## config.mk

```make
export PLATFORM = sky130hd
export DESIGN_NAME = fan_ctrl_multi
export DESIGN_NICKNAME = d
export VERILOG_FILES = /design/src/rtl/fan_ctrl_pkg.sv /design/src/rtl/fan_pwm_channel.sv /design/src/rtl/fan_ctrl_multi.sv
export SDC_FILE = /design/constraint.sdc
export NUM_CORES = 1
export LEC_CHECK = 0
export CORE_AREA = 2 2 139 141
export DETAILED_ROUTE_END_ITERATION = 16
export DIE_AREA = 0 0 141 143
export GPL_TIMING_DRIVEN = 0
export PLACE_DENSITY = 0.7
export SYNTH_ARGS = -nofsm -noshare
export SYNTH_HDL_FRONTEND = slang
export SYNTH_HIERARCHICAL = 1
export SYNTH_SLANG_ARGS = --single-unit
```

## constraint.sdc

```tcl
create_clock -name clk_i -period 9 [get_ports clk_i]
set_clock_uncertainty 0.2 [all_clocks]
set_input_delay 1.35 -clock clk_i [delete_from_list [all_inputs] [get_ports clk_i]]
set_output_delay 1.35 -clock clk_i [all_outputs]
set_load 0.02 [all_outputs]
```

## src/rtl/fan_ctrl_pkg.sv

```systemverilog
// Shared constants and helpers for the multi-channel fan controller:
// width helpers and the signed-PID to PWM-duty conversion.
package fan_ctrl_pkg;

    // Ceiling log2; clog2(1) == 0.
    function automatic int clog2(input int n);
        int r;
        r = 0;
        for (int i = 0; i < 31; i++) begin
            if ((1 << i) < n) r = i + 1;
        end
        return r;
    endfunction

    // Index/counter width able to address n states, never narrower than 1 bit.
    function automatic int idx_width(input int n);
        return (clog2(n) < 1) ? 1 : clog2(n);
    endfunction

    // The PID core emits one extra (sign) bit over the ADC width.
    function automatic int pid_width(input int adc_bits);
        return adc_bits + 1;
    endfunction

    // Negative PID output means "cool harder": its magnitude is the duty,
    // saturated to 2^w-1, and any nonzero duty is lifted to min_duty.
    function automatic logic [31:0] pid_to_duty(input logic signed [31:0] v,
                                                input logic [31:0] min_duty,
                                                input int w);
        logic [31:0] sat;
        logic [31:0] mag;
        logic [31:0] raw;
        sat = (32'd1 << w) - 32'd1;
        mag = 32'(-v);
        raw = '0;
        if (v < 0) raw = (mag > sat) ? sat : mag;
        if (raw != '0 && raw < min_duty) return min_duty;
        return raw;
    endfunction

endpackage

```

## src/rtl/fan_pwm_channel.sv

```systemverilog
// One fan channel: shadow duty, kick-start counter and registered PWM pin.
// Duty and kick state change only at period wraps, or clear when disabled.
module fan_pwm_channel
    import fan_ctrl_pkg::*;
#(
    parameter int W            = 8,
    parameter int KICK_PERIODS = 16,
    parameter int KW           = 5
) (
    input  logic         clk,
    input  logic         srst,
    input  logic [W:0]   cnt_next,
    input  logic         wrap,
    input  logic         enable,
    input  logic [W-1:0] duty,
    output logic         pwm
);

    localparam logic [KW-1:0] KICK_LOAD = KW'(KICK_PERIODS);
    localparam logic [KW-1:0] KICK_ONE  = 1;

    logic [W-1:0]  duty_reg;
    logic [W-1:0]  duty_next;
    logic [KW-1:0] kick_reg;
    logic [KW-1:0] kick_next;
    logic          pwm_reg;

    always_comb begin
        duty_next = duty_reg;
        kick_next = kick_reg;
        if (!enable) begin
            duty_next = '0;
            kick_next = '0;
        end else if (wrap) begin
            duty_next = duty;
            if (duty == '0)
                kick_next = '0;
            else if (duty_reg == '0)
                kick_next = KICK_LOAD;
            else if (kick_reg != '0)
                kick_next = kick_reg - KICK_ONE;
        end
    end

    // The pin is evaluated from next-state values so it lines up with the
    // counter edge and stays put while the clock enable is low.
    always_ff @(posedge clk) begin
        if (srst) begin
            duty_reg <= '0;
            kick_reg <= '0;
            pwm_reg  <= 1'b0;
        end else begin
            duty_reg <= duty_next;
            kick_reg <= kick_next;
            pwm_reg  <= enable && ((kick_next != '0) || (cnt_next < {1'b0, duty_next}));
        end
    end

    assign pwm = pwm_reg;

endmodule

```

## src/rtl/fan_ctrl_multi.sv

```systemverilog
// Multi-channel fan controller front-end: round-robin PID strobe scheduler,
// shared PWM timebase and one fan_pwm_channel per fan.
module fan_ctrl_multi
    import fan_ctrl_pkg::*;
#(
    parameter int CHANNELS     = 4,
    parameter int ADC_BITWIDTH = 8,
    parameter int PID_CLK_DIV  = 39999,
    parameter int PWM_CLK_DIV  = 1,
    parameter int KICK_PERIODS = 16
) (
    input  logic                                       clk_i,
    input  logic                                       rst_i,
    input  logic                                       clk_en_i,
    input  logic [CHANNELS-1:0]                        enable_i,
    input  logic [CHANNELS*pid_width(ADC_BITWIDTH)-1:0] pid_val_i,
    input  logic [ADC_BITWIDTH:0]                      pwm_period_i,
    input  logic [ADC_BITWIDTH-1:0]                    pwm_min_i,
    output logic [CHANNELS-1:0]                        pid_strobe_o,
    output logic [idx_width(CHANNELS)-1:0]             pid_ch_o,
    output logic [CHANNELS-1:0]                        pwm_o,
    output logic                                       period_start_o
);

    localparam int W   = ADC_BITWIDTH;
    localparam int PW  = pid_width(ADC_BITWIDTH);
    localparam int CW  = idx_width(CHANNELS);
    localparam int DW  = idx_width(PID_CLK_DIV + 1);
    localparam int PRW = idx_width(PWM_CLK_DIV + 1);
    localparam int KW  = idx_width(KICK_PERIODS + 1);

    localparam logic [DW-1:0]       DIV_LAST   = DW'(PID_CLK_DIV);
    localparam logic [DW-1:0]       DIV_ONE    = 1;
    localparam logic [CW-1:0]       CH_LAST    = CW'(CHANNELS - 1);
    localparam logic [CW-1:0]       CH_ONE     = 1;
    localparam logic [CHANNELS-1:0] STROBE_ONE = 1;
    localparam logic [PRW-1:0]      PRE_LAST   = PRW'(PWM_CLK_DIV);
    localparam logic [PRW-1:0]      PRE_ONE    = 1;
    localparam logic [W:0]          CNT_ONE    = 1;

    // PID scheduler
    logic [DW-1:0]       div_cnt_reg;
    logic [CW-1:0]       ch_idx_reg;
    logic [CW-1:0]       ch_out_reg;
    logic [CHANNELS-1:0] strobe_reg;

    always_ff @(posedge clk_i) begin
        if (rst_i) begin
            div_cnt_reg <= '0;
            ch_idx_reg  <= '0;
            ch_out_reg  <= '0;
            strobe_reg  <= '0;
        end else begin
            strobe_reg <= '0;
            if (clk_en_i) begin
                if (div_cnt_reg == DIV_LAST) begin
                    div_cnt_reg <= '0;
                    strobe_reg  <= STROBE_ONE << ch_idx_reg;
                    ch_out_reg  <= ch_idx_reg;
                    ch_idx_reg  <= (ch_idx_reg == CH_LAST) ? '0 : ch_idx_reg + CH_ONE;
                end else begin
                    div_cnt_reg <= div_cnt_reg + DIV_ONE;
                end
            end
        end
    end

    assign pid_strobe_o = strobe_reg;
    assign pid_ch_o     = ch_out_reg;

    // Shared PWM timebase; the period register only follows pwm_period_i at wraps
    logic [PRW-1:0] pre_cnt_reg;
    logic [W:0]     pwm_cnt_reg;
    logic [W:0]     per_reg;
    logic [W:0]     cnt_next;
    logic           step;
    logic           wrap;
    logic           period_start_reg;

    always_comb begin
        step     = clk_en_i && (pre_cnt_reg == PRE_LAST);
        wrap     = step && (pwm_cnt_reg == per_reg);
        cnt_next = pwm_cnt_reg;
        if (wrap)
            cnt_next = '0;
        else if (step)
            cnt_next = pwm_cnt_reg + CNT_ONE;
    end

    always_ff @(posedge clk_i) begin
        if (rst_i) begin
            pre_cnt_reg      <= '0;
            pwm_cnt_reg      <= '0;
            per_reg          <= '0;
            period_start_reg <= 1'b0;
        end else begin
            period_start_reg <= wrap;
            pwm_cnt_reg      <= cnt_next;
            if (clk_en_i)
                pre_cnt_reg <= step ? '0 : pre_cnt_reg + PRE_ONE;
            if (wrap)
                per_reg <= pwm_period_i;
        end
    end

    assign period_start_o = period_start_reg;

    genvar gi;
    generate
        for (gi = 0; gi < CHANNELS; gi++) begin : g_ch
            logic signed [PW-1:0] pid_c;
            logic [W-1:0]         duty_c;

            assign pid_c  = pid_val_i[gi*PW +: PW];
            assign duty_c = W'(pid_to_duty({{(32-PW){pid_c[PW-1]}}, pid_c},
                                           {{(32-W){1'b0}}, pwm_min_i}, W));

            fan_pwm_channel #(
                .W            (W),
                .KICK_PERIODS (KICK_PERIODS),
                .KW           (KW)
            ) u_ch (
                .clk      (clk_i),
                .srst     (rst_i),
                .cnt_next (cnt_next),
                .wrap     (wrap),
                .enable   (enable_i[gi]),
                .duty     (duty_c),
                .pwm      (pwm_o[gi])
            );
        end
    endgenerate

endmodule

```

### After elaboration in Yosys (flattened, before gate mapping)

Index checks and enable logic that the tools add are counted.

| operators by class | value |
|---|---|
| order comparisons | 16 |
| shift-type cells | 1 |
| divide/modulo/power cells | 0 |
| eq/ne operators | 3 |
| multiplexer cells | 53 |
| bitwise operators | 2 |
| add/sub/neg operators | 12 |
| reductions and logical operators | 36 |
| multipliers | 0 |

Operator list:

| kind | count |
|---|---|
| $mux W32 | 8 |
| $gt A32 B8 Y1 const B | 4 |
| $lt A32 B8 Y1 | 4 |
| $mux W8 | 16 |
| $neg A9 Y32 | 4 |
| $reduce_bool A32 Y1 | 4 |
| $mux W5 | 20 |
| $logic_not A8 Y1 | 8 |
| $reduce_bool A5 Y1 | 8 |
| $lt A9 B1 Y1 const B | 4 |
| $lt A9 B8 Y1 | 4 |
| $sub A5 B1 Y5 const B | 4 |
| $mux W9 | 2 |
| $add A16 B1 Y16 const B | 1 |
| $eq A16 B16 Y1 const B | 1 |
| $mux W16 | 1 |
| $logic_and A1 B1 Y1 | 10 |
| $add A9 B1 Y9 const B | 1 |
| $eq A9 B9 Y1 | 1 |
| $mux W1 | 5 |
| $logic_or A1 B1 Y1 | 4 |
| $shl A1 B2 Y4 const A | 1 |
| $reduce_or A3 Y1 | 1 |
| $add A2 B1 Y2 const B | 1 |
| other kinds (5) | 6 |

| storage, ports and cells | value |
|---|---|
| memories kept | 0 |
| output and inout port bits | 11 |
| logic and storage cells | 143 |
| input bits | 60 |
| register bits | 100 |
| memory bits (read-only) | 0 |
| memory bits (writable) | 0 |
| bits in latches | 0 |

### Logic depth before layout (Yosys ltp)

Gate-level depths: netlist (run 1).

| depth | value |
|---|---|
| word-level depth | 15 |
| depth in mapped cells | 25 |
| depth with buffers taken out | 25 |

### Hierarchy

Netlist (run 1), hierarchy kept.

By module, submodules not included:

| module | cells each | times used | seq. area each (um^2) | area each (um^2) |
|---|---|---|---|---|
| fan_ctrl_multi | 587 | 1 | 880.8 | 4,654.5 |
| fan_pwm_channel | 96 | 4 | 280.3 | 892.1 |

### Least setup slack after synthesis (run 1)

No wires, ideal clock.

| path | value |
|---|---|
| path kind | input-to-reg |
| from | input port pid_val_i[3] |
| to | register g_ch[0].u_ch.pwm_reg |
| cell stages on the path | 23 |
| setup slack | 2.208 ns |
| data arrival time | 6.518 ns |
| path buffers | 0 |
| required time | 8.726 ns |
| setup time | 0.074 ns |
| cells stage by stage | or4_4 > nor3_1 > nand2_1 > ha_1 > nor4bb_1 > nand4_1 > or2b_1 > and2_1 > ha_1 > nand4_1 > nor2_1 > or3_1 > a221oi_1 > o31ai_4 > mux2_2 > mux2_2 > nand2_1 > ha_1 > a211o_1 > a21oi_1 > a21o_1 > a221oi_2 > a31oi_1 |

| on the way | value |
|---|---|
| cells in the longest elaborated chain, start to end | 15 |
| elaborated cells on any way between the ends | 20 |
| classes of those cells | add/sub (1); order compare (4); mux (9); reduce/logical (6) |

RTL lines:

| element | RTL line | RTL |
|---|---|---|
| start: declaration | fan_ctrl_multi.sv:16 | `input logic [CHANNELS*pid_width(ADC_BITWIDTH)-1:0] pid_val_i,` |
| $neg A9 Y32 | fan_ctrl_pkg.sv:34 | `mag = 32'(-v);` |
| $gt A32 B8 Y1 | fan_ctrl_pkg.sv:36 | `if (v < 0) raw = (mag > sat) ? sat : mag;` |
| $mux W32 | fan_ctrl_pkg.sv:36 |  |
| $mux W32 (*) | fan_ctrl_pkg.sv:36 |  |
| $lt A32 B8 Y1 or $reduce_bool A32 Y1 (tied branches) | fan_ctrl_pkg.sv:37 | `if (raw != '0 && raw < min_duty) return min_duty;` |
| $logic_and A1 B1 Y1 | fan_ctrl_pkg.sv:37 |  |
| $mux W1 | fan_ctrl_pkg.sv:37 |  |
| $mux W8 (*) | fan_ctrl_pkg.sv:38 | `return raw;` |
| named net g_ch[0].duty_c[2] | fan_ctrl_multi.sv:112 | `logic [W-1:0] duty_c;` |
| parallel branches: the longest is 5 deep, another holds $lt A9 B8 Y1 | n/a |  |
| $logic_or A1 B1 Y1 (*) | fan_pwm_channel.sv:55 | `pwm_reg <= enable && ((kick_next != '0) \|\| (cnt_next < {1'b0, duty_next}));` |
| $logic_and A1 B1 Y1 (*) | fan_pwm_channel.sv:55 |  |
| end signal: assignment | fan_pwm_channel.sv:55 |  |
| end: declaration | fan_pwm_channel.sv:26 | `logic pwm_reg;` |

Mark *: on every way through the listed nets, which the timed path passes.
A chain may end at the register's enable or synchronous reset.

### Final worst setup path (run 1)

| path | value |
|---|---|
| from | input port pid_val_i[18] |
| to | register g_ch[2].u_ch.pwm_reg |

| on the way | value |
|---|---|
| cells in the longest elaborated chain, start to end | 15 |
| elaborated cells on any way between the ends | 20 |
| classes of those cells | add/sub (1); order compare (4); mux (9); reduce/logical (6) |

RTL lines:

| element | RTL line |
|---|---|
| $neg A9 Y32 | fan_ctrl_pkg.sv:34 |
| $gt A32 B8 Y1 | fan_ctrl_pkg.sv:36 |
| $mux W32 | fan_ctrl_pkg.sv:36 |
| $mux W32 (*) | fan_ctrl_pkg.sv:36 |
| $lt A32 B8 Y1 or $reduce_bool A32 Y1 (tied branches) | fan_ctrl_pkg.sv:37 |
| $logic_and A1 B1 Y1 | fan_ctrl_pkg.sv:37 |
| $mux W1 | fan_ctrl_pkg.sv:37 |
| $mux W8 (*) | fan_ctrl_pkg.sv:38 |
| named net g_ch[2].duty_c[2] | fan_ctrl_multi.sv:112 |
| parallel branches: the longest is 5 deep, another holds $lt A9 B8 Y1 | n/a |
| $logic_or A1 B1 Y1 (*) | fan_pwm_channel.sv:55 |
| $logic_and A1 B1 Y1 (*) | fan_pwm_channel.sv:55 |
| end signal: assignment | fan_pwm_channel.sv:55 |
| end: declaration | fan_pwm_channel.sv:26 |

Marks and branches as above.

==> out/results.tsv, run 1 <==
stage	metric	value	unit
run_status	status	finished clean	
global_routing	gr-total-overflow	0	
synthesis	syn_inst	971	
clock_tree	clkLatencyLatePin	0.34	ns
synthesis	ys_ff_latch	100	
worst_setup_path	rrSetupSlack	5.03	ns
clock_tree	cts_root_buffer	clkbuf_16	
worst_setup_path	worstSetupPathType	in2reg	
worst_setup_path	cp_max_fo	9	
worst_setup_path	arrival	7.92	ns
floorplanning	start_util	44.3	%
placed_design	pre_cts_slack	0.930	ns
drt	via_per_inst	5.58	
synthesis	syn-mean-instance-area	8.47	um2
placed_design	gp_congestion	0.857	
floorplanning	die-area	20200	um2
synthesis	yosysWarnings	6	
worst_setup_path	required	9.06	ns
floorplanning	num_rows	50	
timing	hold_violations	0	
placed_design	port_buffers	62	
clock_tree	hold_buffers	0	
drt	remaining_drc_errors	0	
clock_tree	cts_tree	yes	
synthesis	synth_area_leader_cell	dfxtp_1	
drt	antenna_left	0	
synthesis	synth_top_flop_cell	dfxtp_1	
timing	max_freq	127	MHz
worst_setup_path	cp_common_cell	ha_1	
final_layout	areaGrowthSynthToFinish	14.2	%
synthesis	async_flop_share	0	%
worst_setup_path	end_kind	register	
timing	slew_viol_final	0	
timing	fin_crit_sh	87.3	%
hold_path	worstHoldPathType	reg2reg	
synthesis	synth-edff-count	0	
global_routing	grt_pass1_wl	31500	um
hold_path	worstHoldEndpoint	pre_cnt_reg	
final_layout	largest_reg_flops	32	
final_layout	drive_gt1_share	11.5	%
synthesis	netlist_area	8220	um2
placed_design	dp_hpwl	14800	um
clock_tree	post_cts_resized	0	
final_layout	design_area	9390	um2
global_routing	antenna_found_initial	0	
pwr	leakage	3.68	nW
clock_tree	clk_pin_slew	0.06	ns
worst_setup_path	r2r_start	pre_cnt_reg	
global_routing	grt_max_degree	18	
worst_setup_path	startpoint_type	input port	
pwr	vdd.ir_drop.worst	116	uV
clock_tree	htree_levels	3	
drt	first_pass_iters	4	
run	maxCapViolCount	0	
final_layout	nNetsFinal	1203	
hold_path	hold_start	pre_cnt_reg	
timing	rsz0062_at_grt	no	
placed_design	placed_area	9140	um2
timing	tightest_slew	1.15	ns
timing	setup_tns	0	ns
synthesis	synthDistinctLibCells	68	
drt	drt_wl_total	18700	um
timing	timing.hold.ws	0.314	ns
synthesis	ys_top_cells_by_area	dfxtp_1 (24%), ha_1 (15%), nor2_1 (7.7%)	
worst_setup_path	cpPeakStageDelay	0.94	ns
worst_setup_path	startpoint	pid_val_i[18]	
worst_setup_path	worstReg2RegEnd	g_ch[2].u_ch/pwm	
floorplanning	coreArea	18600	um2
timing	report.final.setup_viol	0	
worst_setup_path	crit_chain	clkdlybuf4s50_1, inv_1, ha_1, nor4b_1, nand2_1, ha_1, nor4bb_1, nand4_1, o21a_1, ha_1, a21o_1, a21o_1, a221oi_1, o21ai_1, a211oi_2, nor2_1, mux2_2, nand2_1, ha_1, a211o_1, a21oi_1, a21o_1, a221oi_2, a31oi_1	
clock_tree	cts.sinks	100	
pwr	power.density	115	nW/um2
timing	slew-limit-headroom	22.5	%
final_layout	diodes	0	
clock_tree	cts_made_buffers	9	
drt	wire_per_inst	14.6	um
global_routing	grt_usage	18.7	%
pwr	power	1.08	mW
hold_path	holdPathStages	2	
worst_setup_path	reg2reg_depth	14	
clock_tree	postCtsSetupBuffers	0	
floorplanning	die_h	143	um
synthesis	syn_nets	1130	
synthesis	synth_top_cell_area_share	24.3	%
worst_setup_path	crit_path_top_delay_cell	nor4b_1	
floorplanning	fp.dieW	141	um
global_routing	grt_pass1_vias	6747	
synthesis	yosysSeqAreaShare	24.3	%
floorplanning	pin_count	71	
clock_tree	ctsLongestPathBuffers	2	
drt	drt_iter0_drc	264	
drt	vias	7149	
timing	layout_setup_ws	1.14	ns
timing	min_period	7.86	ns
worst max path at each step:
stage | to | cells past startpoint
2_1_floorplan | g_ch[0].u_ch/pwm | 23
3_3_place_gp | g_ch[2].u_ch/pwm | 24
3_5_place_dp | g_ch[2].u_ch/pwm | 24
4_1_cts | g_ch[2].u_ch/pwm | 24
5_1_grt | g_ch[2].u_ch/pwm | 24
6_report | g_ch[2].u_ch/pwm | 24
metal layers:
layer | track usage (%) | wire length [um] | vias up
met5 | 0 | 0 | -
met1 | 25.2 | 9100 | 3303
met3 | 2.88 | 875 | 15
met4 | 4.47 | 230 | 0
met2 | 31.7 | 8500 | 144
li1 | - | - | 3687
where the power goes:
part           internal, mW  switching, mW  leakage [nW]
sequential            0.452        0.00679         0.807
clock                 0.190          0.157         0.131
combinational         0.127          0.145          2.74
logic make-up (layout without fill, tap and decap cells):
group / Yosys count / in the layout / synth area share (%)
and+or+nand+nor: 433 / 433 / 27.4
AOI/OAI and AO/OA: 140 / 140 / 13.9
DFF: 100 / 100 / 24.3
adders and majority gates: 99 / 99 / 15.1
muxes: 74 / 74 / 9.72
buffers and inverters: 65 / 141 / 3.16
xor gates and xnor gates: 60 / 60 / 6.39
cell usage after synthesis, types with 14 or more instances:
cell type	count
nor4_1	25
xor2_1	21
nand2b_1	16
nor2_1	168
nand4_1	21
a21oi_1	20
ha_1	99
a21o_1	17
nand3_1	21
mux2_2	47
clkbuf_1	14
dfxtp_1	100
nor3_1	20
inv_1	34
xnor2_1	39
mux2i_1	27
nand2_1	76
worst max-delay path: cells and delay by family:
family,cells,cell delay (ns)
simple gates,6,1.93
buf+inv,2,0.60
fa+ha+maj,4,1.08
mux,1,0.29
compound gates,11,2.70
final cells by class:
| cell class | instances | area [um2] |
|---|---|---|
| fill | 1764 | 9190 |
| multi-input combinational | 806 | 5960 |
| sequential | 100 | 2000 |
| timing repair buffer | 62 | 621 |
| tap | 234 | 293 |
| clock buffer | 11 | 243 |
| inverter | 37 | 139 |
| buffer | 28 | 121 |
| clock inverter | 3 | 15.0 |
placed cells by master, fill, tap and decap left out, drive strengths merged, types with 9 or more instances in the layout:
| cell type | n |
|---|---|
| nor2 | 172 |
| dfxtp | 100 |
| ha | 99 |
| nand2 | 76 |
| clkdlybuf4s50 | 62 |
| mux2 | 47 |
| xnor2 | 39 |
| inv | 34 |
| mux2i | 27 |
| nor4 | 25 |
| clkbuf | 25 |
| nor3 | 22 |
| nand4 | 21 |
| xor2 | 21 |
| nand3 | 21 |
| a21oi | 20 |
| a21o | 17 |
| nand2b | 16 |
| buf | 14 |
| or4 | 14 |
| a211oi | 13 |
| nor2b | 12 |
| o21ai | 12 |
| o211ai | 10 |
| o41ai | 9 |
metrics by stage:
step | utilization, % | instances
CTS | 50.6 | 1281
floorplan | - | 971
global route | 50.6 | 1281
global placement | 49.2 | 1267
detailed placement | 49.2 | 1267
finish | 50.6 | 1281
Power figures use the tool's default switching activity.
==> run 2: changes to the inputs <==
SETUP_SLACK_MARGIN = 0.4   (was default)
==> results of run 2 <==
No change in the layout: final DEF, timing and power equal those of run 1.
==> run 3: changes to the inputs <==
CELL_PAD_IN_SITES_DETAIL_PLACEMENT = 1   (was default)
CELL_PAD_IN_SITES_GLOBAL_PLACEMENT = 2   (was default)
CORE_AREA = 2 2 155 157   (was 2 2 139 141)
DIE_AREA = 0 0 157 159   (was 0 0 141 143)
PLACE_DENSITY = 0.86   (was 0.7)
==> run 3 against run 2 <==
Effect of this change: total power increased by 3.3%; clock-buffer cell count increased by 3; global-route usage decreased by 0.77 points; final area increased by 1.5%; clock power increased by 8.4%; sequential cell count unchanged; worst hold slack got worse by 0.0082 ns; non-clock buffer count unchanged; combinational power increased by 3%; sequential share of layout area decreased by 0.31 points; highest routed layer unchanged.
==> out/results.tsv, run 3 (same netlist as run 1, synthesis figures left out) <==
stage	metric	value	unit	change
clock_tree	cts_tree	yes		unchanged
clock_tree	cts.sinks	100		unchanged
clock_tree	hold_buffers	0		unchanged
final_layout	diodes	0		unchanged
timing	min_period	7.99	ns	was 7.86 ns
pwr	power.density	117	nW/um2	was 115 nW/um2
placed_design	dp_hpwl	17700	um	was 14,800 um
timing	timing.hold.ws	0.306	ns	was 0.314 ns
timing	tightest_slew	1.18	ns	was 1.15 ns
drt	antenna_left	0		unchanged
hold_path	worstHoldPathType	reg2reg		unchanged
timing	slew-limit-headroom	20.0	%	was 22.5%
pwr	leakage	3.69	nW	was 3.68 nW
global_routing	use_met3	1.71	%	was 2.88%
drt	remaining_drc_errors	0		unchanged
drt	first_pass_iters	4		unchanged
global_routing	gr-total-overflow	0		unchanged
worst_setup_path	cp_max_fo	9		unchanged
final_layout	fillerInstances	2739		was 1,764
floorplanning	pin_count	71		unchanged
timing	fin_crit_sh	88.8	%	was 87.3%
timing	setup_tns	0	ns	unchanged
worst_setup_path	end_kind	register		unchanged
timing	max_freq	125	MHz	was 127 MHz
clock_tree	cts_root_buffer	clkbuf_16		unchanged
placed_design	placed_area	9240	um2	was 9140 um2
final_layout	layout_common_cells	nor2_1 (168), dfxtp_1 (100), ha_1 (99), nand2_1 (76), clkdlybuf4s50_1 (62)		unchanged
final_layout	drive_gt1_share	11.5	%	about the same
final_layout	layout_commonest_cell	nor2_1		unchanged
clock_tree	post_cts_resized	0		unchanged
clock_tree	clk_pin_slew	0.06	ns	about the same
global_routing	grt.met2_usage	31.2	%	was 31.7%
clock_tree	postCtsSetupBuffers	0		unchanged
global_routing	top_usage_layer	met2		unchanged
pwr	vdd.ir_drop.worst	87.0	uV	was 116 uV
run	maxCapViolCount	0		unchanged
timing	report.final.setup_viol	0		unchanged
worst_setup_path	worstSetupPathType	in2reg		unchanged
clock_tree	clkLatencyLatePin	0.34	ns	about the same
clock_tree	htree_levels	3		unchanged
worst_setup_path	required	9.06	ns	about the same
global_routing	antenna_found_initial	0		unchanged
timing	rsz0062_at_grt	no		unchanged
worst_setup_path	arrival	8.05	ns	was 7.92 ns
floorplanning	die_h	159	um	was 143 um
global_routing	grt_pass1_vias	7617		was 6,747
clock_tree	ctsLongestPathBuffers	2		unchanged
global_routing	grt_pass1_wl	37000	um	was 31,500 um
run_status	status	finished clean		unchanged
placed_design	port_buffers	62		unchanged
drt	drt_iter0_drc	241		was 264
floorplanning	fp.dieW	157	um	was 141 um
final_layout	areaGrowthSynthToFinish	15.9	%	was 14.2%
global_routing	grt_usage	17.9	%	was 18.7%
worst_setup_path	startpoint_type	input port		unchanged
drt	wire_per_inst	16.0	um	was 14.6 um
final_layout	largest_reg_flops	32		unchanged
drt	vias	7214		was 7,149
drt	via_per_inst	5.28		was 5.58
timing	hold_violations	0		unchanged
global_routing	grtUsageMet1	23.5	%	was 25.2%
final_layout	design_area	9530	um2	was 9390 um2
floorplanning	coreArea	23200	um2	was 18,600 um2
placed_design	gp_congestion	0.821		was 0.857
global_routing	grt_max_degree	18		unchanged
final_layout	nNetsFinal	1203		unchanged
placed_design	pre_cts_slack	0.642	ns	was 0.930 ns
floorplanning	num_rows	56		was 50
timing	layout_setup_ws	1.01	ns	was 1.14 ns
floorplanning	die-area	25000	um2	was 20,200 um2
timing	slew_viol_final	0		unchanged
floorplanning	start_util	35.5	%	was 44.3%
clock_tree	cts_made_buffers	9		unchanged
drt	drt_wl_total	21800	um	was 18,700 um
## run 3: changes by cell type in the layout (fill, tap and decap cells not counted), sizes merged
cell,delta
clkbuf,+3
clkinv,-2
## run 3: layer usage
metal  part of all wire (%)  vias to the layer above  wire length (um)
met1                     48                     3426             10500
met5                      0                        -                 0
met4                    1.6                        0               344
met3                    2.5                       22               554
li1                       -                     3683                 -
met2                     48                       83             10400
## run 3: path summary, 6_finish.rpt
check                           cells after the start  slack, ns             from               end
worst max-delay path                               24       1.01    pid_val_i[18]  g_ch[2].u_ch/pwm
worst min-delay path                                2       0.31  div_cnt_reg[12]   div_cnt_reg[12]
worst max register to register                     14       5.06      pre_cnt_reg  g_ch[2].u_ch/pwm
worst min register to register                      2       0.31  div_cnt_reg[12]   div_cnt_reg[12]
## run 3: power breakdown
part,internal (mW),leakage [nW],switching (mW)
sequential,0.452,0.807,0.00699
combinational,0.127,2.74,0.152
clock,0.216,0.145,0.160
## run 3: critical path, cell delays in order
cell             delay (ns)
clkdlybuf4s50_1        0.49
inv_1                  0.09
ha_1                   0.22
nor4b_1                0.97
nand2_1                0.15
ha_1                   0.31
nor4bb_1               0.29
nand4_1                0.36
o21a_1                 0.34
ha_1                   0.30
a21o_1                 0.16
a21o_1                 0.17
a221oi_1               0.29
o21ai_1                0.36
a211oi_2               0.52
nor2_1                 0.17
mux2_2                 0.29
nand2_1                0.11
ha_1                   0.25
a211o_1                0.25
a21oi_1                0.18
a21o_1                 0.17
a221oi_2               0.07
a31oi_1                0.19
## run 3: cell type report
type | count | area (um2) | share of cell area, %
multi-input cells | 806 | 5960 | 62.5
flip-flops and latches | 100 | 2000 | 21.0
repair buffers | 62 | 621 | 6.51
well taps | 319 | 399 | 4.19
clock buffers | 14 | 284 | 2.98
inverters | 37 | 139 | 1.46
plain buffers | 28 | 121 | 1.27
clock inverters | 1 | 5.00 | 0.0525
## run 3: stage by stage
step	utilization, %	power (mW)	cells
global route	41.1	1.18	1367
floorplan	-	0.656	971
detailed placement	39.9	0.748	1352
CTS	41.1	1.13	1367
finish	41.1	1.11	1367
global placement	39.9	0.743	1352
